File: src/rtl/muldiv_seq.sv
// -----------------------------------------------------------------------------
// muldiv_seq
//   Multi-cycle MULT/MULTU/DIV/DIVU sequencer that sits beside the Execute
//   stage. It produces a 64-bit HI/LO result and raises a stall request while
//   a dependent instruction waits in Decode.
//
//   A multiply latches the full product in IDLE and then waits MUL_LATENCY
//   cycles. A divide runs a 32-step restoring divider on operand magnitudes,
//   followed by one sign-fix cycle.
//
// Ports
//   clk, rst          rising-edge clock, synchronous active-high reset
//   start_mult        one-cycle MULT/MULTU issue pulse (honoured only in IDLE)
//   start_div         one-cycle DIV/DIVU issue pulse (honoured only in IDLE)
//   unsigned_op       1 = MULTU/DIVU, 0 = signed
//   op_a, op_b        rs / rt operands
//   hilo_read_d       D-stage instruction is MFHI/MFLO
//   muldiv_d          D-stage instruction is MULT/DIV/MTHI/MTLO
//   busy              sequencer is not IDLE
//   stall_req         busy & (hilo_read_d | muldiv_d)
//   hilo_write        one-cycle strobe (WB state)
//   hi_result         product[63:32] or remainder; held between WBs
//   lo_result         product[31:0] or quotient; held between WBs
//   div_by_zero       divide with op_b == 0, coincident with hilo_write
//   dbg_state         current FSM state (IDLE=0 MUL=1 DIV=2 SIGN=3 WB=4)
//
// Handshake: a start pulse is taken only when busy is low. hilo_write is a
// single-cycle qualifier for hi_result/lo_result, and there is no backpressure.
// -----------------------------------------------------------------------------
module muldiv_seq #(
  parameter int MUL_LATENCY = 4
) (
  input  logic        clk,
  input  logic        rst,
  input  logic        start_mult,
  input  logic        start_div,
  input  logic        unsigned_op,
  input  logic [31:0] op_a,
  input  logic [31:0] op_b,
  input  logic        hilo_read_d,
  input  logic        muldiv_d,
  output logic        busy,
  output logic        stall_req,
  output logic        hilo_write,
  output logic [31:0] hi_result,
  output logic [31:0] lo_result,
  output logic        div_by_zero,
  output logic [2:0]  dbg_state
);

  typedef enum logic [2:0] {
    S_IDLE = 3'd0,
    S_MUL  = 3'd1,
    S_DIV  = 3'd2,
    S_SIGN = 3'd3,
    S_WB   = 3'd4
  } state_t;

  localparam logic [4:0] CNT_MUL = 5'(MUL_LATENCY - 1);
  localparam logic [4:0] CNT_DIV = 5'd31;

  state_t      r_state;
  state_t      w_next;

  logic [4:0]  r_cnt;
  logic [63:0] r_prod;
  logic [31:0] r_dvd;      // dividend magnitude, shifts left into the quotient
  logic [31:0] r_dvs;      // divisor magnitude
  logic [31:0] r_rem;      // partial remainder
  logic [31:0] r_orig_a;   // unmodified op_a, returned as HI on divide by zero
  logic        r_neg_q;
  logic        r_neg_r;
  logic        r_dz;
  logic [31:0] r_hi;
  logic [31:0] r_lo;

  logic        w_sext_a;
  logic        w_sext_b;
  logic [63:0] w_a_ext;
  logic [63:0] w_b_ext;
  logic [63:0] w_prod;
  logic [31:0] w_abs_a;
  logic [31:0] w_abs_b;
  logic [32:0] w_diff;

  // Signed operands are sign-extended to 64 bits, so one 64x64 multiply
  // (low half kept) gives the correct product for both signed and unsigned.
  assign w_sext_a = ~unsigned_op & op_a[31];
  assign w_sext_b = ~unsigned_op & op_b[31];
  assign w_a_ext  = {{32{w_sext_a}}, op_a};
  assign w_b_ext  = {{32{w_sext_b}}, op_b};
  assign w_prod   = w_a_ext * w_b_ext;
  assign w_abs_a  = w_sext_a ? (32'd0 - op_a) : op_a;
  assign w_abs_b  = w_sext_b ? (32'd0 - op_b) : op_b;

  // Trial subtract. The partial remainder is always below the divisor, so
  // bit 32 of the difference is set exactly when the subtract would go negative.
  assign w_diff   = {r_rem, r_dvd[31]} - {1'b0, r_dvs};

  // State register
  always_ff @(posedge clk) begin
    if (rst) r_state <= S_IDLE;
    else     r_state <= w_next;
  end

  // Next-state logic; mult wins if both starts arrive together
  always_comb begin
    w_next = r_state;
    case (r_state)
      S_IDLE: begin
        if (start_mult)     w_next = S_MUL;
        else if (start_div) w_next = S_DIV;
      end
      S_MUL:   if (r_cnt == 5'd0) w_next = S_WB;
      S_DIV:   if (r_cnt == 5'd0) w_next = S_SIGN;
      S_SIGN:  w_next = S_WB;
      S_WB:    w_next = S_IDLE;
      default: w_next = S_IDLE;
    endcase
  end

  // Datapath. The HI/LO result registers load on the transition into WB,
  // so they are stable during the hilo_write strobe and hold afterwards.
  always_ff @(posedge clk) begin
    if (rst) begin
      r_cnt    <= 5'd0;
      r_prod   <= 64'd0;
      r_dvd    <= 32'd0;
      r_dvs    <= 32'd0;
      r_rem    <= 32'd0;
      r_orig_a <= 32'd0;
      r_neg_q  <= 1'b0;
      r_neg_r  <= 1'b0;
      r_dz     <= 1'b0;
      r_hi     <= 32'd0;
      r_lo     <= 32'd0;
    end else begin
      case (r_state)
        S_IDLE: begin
          if (start_mult) begin
            r_prod <= w_prod;
            r_cnt  <= CNT_MUL;
            r_dz   <= 1'b0;
          end else if (start_div) begin
            r_dvd    <= w_abs_a;
            r_dvs    <= w_abs_b;
            r_rem    <= 32'd0;
            r_cnt    <= CNT_DIV;
            r_orig_a <= op_a;
            r_neg_q  <= w_sext_a ^ w_sext_b;
            r_neg_r  <= w_sext_a;
            r_dz     <= (op_b == 32'd0);
          end
        end
        S_MUL: begin
          if (r_cnt == 5'd0) begin
            r_hi <= r_prod[63:32];
            r_lo <= r_prod[31:0];
          end else begin
            r_cnt <= r_cnt - 5'd1;
          end
        end
        S_DIV: begin
          r_rem <= w_diff[32] ? {r_rem[30:0], r_dvd[31]} : w_diff[31:0];
          r_dvd <= {r_dvd[30:0], ~w_diff[32]};
          if (r_cnt != 5'd0) r_cnt <= r_cnt - 5'd1;
        end
        S_SIGN: begin
          if (r_dz) begin
            r_hi <= r_orig_a;
            r_lo <= 32'hFFFF_FFFF;
          end else begin
            r_hi <= r_neg_r ? (32'd0 - r_rem) : r_rem;
            r_lo <= r_neg_q ? (32'd0 - r_dvd) : r_dvd;
          end
        end
        default: ;
      endcase
    end
  end

  assign busy        = (r_state != S_IDLE);
  assign stall_req   = busy & (hilo_read_d | muldiv_d);
  assign hilo_write  = (r_state == S_WB);
  assign div_by_zero = (r_state == S_WB) & r_dz;
  assign hi_result   = r_hi;
  assign lo_result   = r_lo;
  assign dbg_state   = r_state;

endmodule
File: config.mk
export PLATFORM = sky130hd
export DESIGN_NAME = muldiv_seq
export DESIGN_NICKNAME = d
export VERILOG_FILES = /design/src/rtl/muldiv_seq.sv
export SDC_FILE = /design/constraint.sdc
export NUM_CORES = 2
export LEC_CHECK = 0
export CAP_MARGIN = 30
export CORE_ASPECT_RATIO = 1.2
export CORE_UTILIZATION = 44
export DETAILED_ROUTE_END_ITERATION = 12
export PLACE_DENSITY = 0.59
export SYNTH_ARGS = -nofsm -noshare
export SYNTH_HDL_FRONTEND = slang
export SYNTH_SLANG_ARGS = --single-unit
File: constraint.sdc
create_clock -name clk -period 12.1 [get_ports clk]
set_input_delay 1.21 -clock clk [delete_from_list [all_inputs] [get_ports clk]]
set_output_delay 1.21 -clock clk [all_outputs]
set_load 0.02 [all_outputs]
==> metrics.md <==
| Metric | Value |
|---|---|
| Most frequent cells in the layout | `inv_1, fa_1, nand2_1` |
| Initial antenna violation count | `8` |
| Type of origin of the critical path | `primary input` |
| Fmax | `around 96 MHz` |
| Post-DP HPWL | `approximately 130000 um` |
| Commonest non-fill, non-tap cell in the layout | `inv_1` |
| Setup TNS | `0 ps` |
| Post-synthesis register bit count | `between 200 and 300` |
| Required @ worst endpoint | `roughly 13000 ps` |
| Area Overhead vs Synth | `6.36%` |
| Clock Latency Late Sink | `580 ps` |
| Num CTS Buffers | `26` |
| # IOs | `142` |
| Final #Nets | `7434` |
| Synth area leaders | `fa_1, dfxtp_1, inv_1` |
| GR Util All Layers | `about 28%` |
| Dominant cell type by area after synthesis | `fa_1` |
| Fraction of layout cells with a size suffix above 1 | `roughly 3.7%` |
| Min Tclk post-route | `between 10000 and 15000 ps` |
| Hold Crit Class | `flip-flop to flip-flop` |
| Residual DRC | `0` |
| Ys async rst share | `0%` |
| Reg clk slew, reported paths | `roughly 60 ps` |
| Hold-fix buffers, CTS | `0` |
| Vias post-DR | `a little over 40k` |
| Actual slew at the worst max-slew pin | `about 1100 ps` |
| Avg WL per Cell | `21.9 um` |
| Clk sinks | `between 200 and 300` |
| Critical path arrival | `between 10000 and 15000 ps` |
| Rel. slew slack | `between 20% and 30%` |
| Filler Cells Inserted | `11.5k` |
| Core Region | `around 120000 sq um` |
| Syn Inst Count | `between 6k and 7k` |
| Post_cts resized | `0` |
| Largest net degree at the start of global routing | `a little under 90` |
| Clock Path Buffers | `3` |
| Post-route ant nets | `0` |
| Syn Area/Cell | `8.59 sq um` |
| RePlAce Congestion | `0.910` |
| Root Buffer | `clkbuf_16` |
| Port Buf Inserts | `between 100 and 150` |
| Post-synth EDFFs | `0` |
| DRT iter0 DRCs | `about 3.2k` |
| Synth top area share | `between 40% and 50%` |
| Starting density of the core | `approximately 45%` |
| Core Rows | `138` |
| Most common flop cell mapped by yosys | `dfxtp_1` |
| Max Cap Violations | `0` |
| Skew final | `roughly 30 ps` |
| Vias per cell | `between 5 and 6` |
| Hold Vio Cnt, Final | `0` |
| Htree depth | `1` |
| Synthesis Warnings | `0` |
| Vias in the first global route | `approximately 43k` |
| Max FO, Critical Path | `22` |
| Syn_nets | `~7.6k` |
| Sequential area share after synthesis | `between 10% and 20%` |
| Synth Cell Area | `52700 sq um` |
| Status | `complete, no violations` |
| RSZ-0062 raised after global routing | `false` |
| Post CTS Setup Buffer Count | `0` |
| Die height | `381 um` |
| Final period utilization | `a little under nine tenths` |
| Die area | `about 120000 sq um` |
| First-pass GRT wire length | `approximately 260000 um` |
| Cell variety after synth | `82` |
| Max Slew Vio Count | `0` |
| CTS tree | `built` |
| Crit end category | `flip-flop` |
| Horiz. Die Dim | `between 300 and 400 um` |
| WL final | `165000 um` |
| Final setup fails | `0` |
| DR pass1 iterations | `6` |
| Crit path kind | `primary input to flip-flop` |
| Total gr overflow | `0` |
state kept, by name, indices dropped and copies added, names as in the netlist:
register / count
r_neg_q: 1
r_prod: 64
r_neg_r: 1
r_orig_a: 32
r_rem: 32
hi_result: 32
lo_result: 32
r_dvd: 32
r_cnt: 5
r_dvs: 32
r_dz: 1
dbg_state: 3
Yosys cell counts (all sizes together), types with 52 or more instances:
master / n
a211oi: 63
a21o: 52
a21oi: 280
and2: 362
buf: 62
clkbuf: 346
dfxtp: 267
fa: 1126
ha: 250
inv: 1132
nand2: 1092
nor2: 248
o21ai: 149
xnor2: 116
xor2: 90
layer usage:
| layer | global-route usage, % | routed length (um) | vias up |
|---|---|---|---|
| met5 | 0 | 23 | - |
| met4 | 8.21 | 5170 | 4 |
| met3 | 3.56 | 11500 | 261 |
| met2 | 46.6 | 78500 | 1453 |
| met1 | 37.4 | 70000 | 21303 |
| li1 | - | - | 18368 |
path summary, 6_finish.rpt:
check                                               start                   endpoint  slack (ps)  depth (start not counted)
worst max-delay path                          unsigned_op    r_prod[60]$_SDFFE_PP0P_        1660                         26
worst max register to register     r_dvd[31]$_SDFFE_PP0P_     r_rem[22]$_SDFFE_PP0P_        7650                         14
worst min-delay path            lo_result[6]$_SDFFE_PP0P_  lo_result[6]$_SDFFE_PP0P_         450                          2
worst min register to register  lo_result[6]$_SDFFE_PP0P_  lo_result[6]$_SDFFE_PP0P_         450                          2
worst max-delay path: stages:
cell and delay (ps):
clkdlybuf4s50_1 460, buf_4 190, nand2b_1 740, nor2_1 270
fa_1 610, fa_1 560, fa_1 570, inv_1 270
fa_1 1090, inv_1 320, fa_1 520, fa_1 550
inv_1 50, fa_1 450, fa_1 490, inv_1 40
ha_1 370, nand2_1 120, nor2_1 40, a221oi_1 290
o31ai_1 160, a221oi_1 510, a21oi_1 180, or2b_2 360
a311o_1 370, o211ai_1 90
cell type report:
| type | count | area [sq um] | area share, % |
|---|---|---|---|
| multi-input combinational | 4318 | 41500 | 74.1 |
| tap | 1540 | 1930 | 3.44 |
| clock buffer | 35 | 776 | 1.39 |
| clock inverter | 12 | 101 | 0.181 |
| timing repair buffer | 240 | 2080 | 3.71 |
| antenna | 1 | 2.50 | 0.00447 |
| inverter | 1134 | 4260 | 7.60 |
| sequential | 267 | 5350 | 9.55 |
through the flow:
| step | hold slack (ps) | worst slack [ps] | utilization (%) | std cells | area [sq um] |
|---|---|---|---|---|---|
| final | 453 | 1660 | 47.3 | 7547 | 56000 |
| after global routing | 463 | 1280 | 47.3 | 7546 | 56000 |
| after CTS | 455 | 1720 | 47.3 | 7543 | 55900 |
| after detailed placement | 445 | 1160 | 46.5 | 7496 | 55100 |
| after global placement | 438 | 1340 | 46.4 | 7489 | 54900 |
| after floorplan | 425 | 2470 | - | 6128 | 52700 |
cells by family after synthesis:
logic type / count (synthesis) / share of synthesized area, %
xor gates and xnor gates: 206 / 3.43
adders and majority gates: 1376 / 48.8
buffers and inverters: 1543 / 11.1
AOI/OAI and AO/OA: 775 / 9.31
DFF: 267 / 10.2
muxes: 31 / 0.589
and+or+nand+nor: 1930 / 16.7
Power is left out: the tool's default activity adds up to more than one toggle a clock period on the data nets, which glitch-free logic cannot reach.
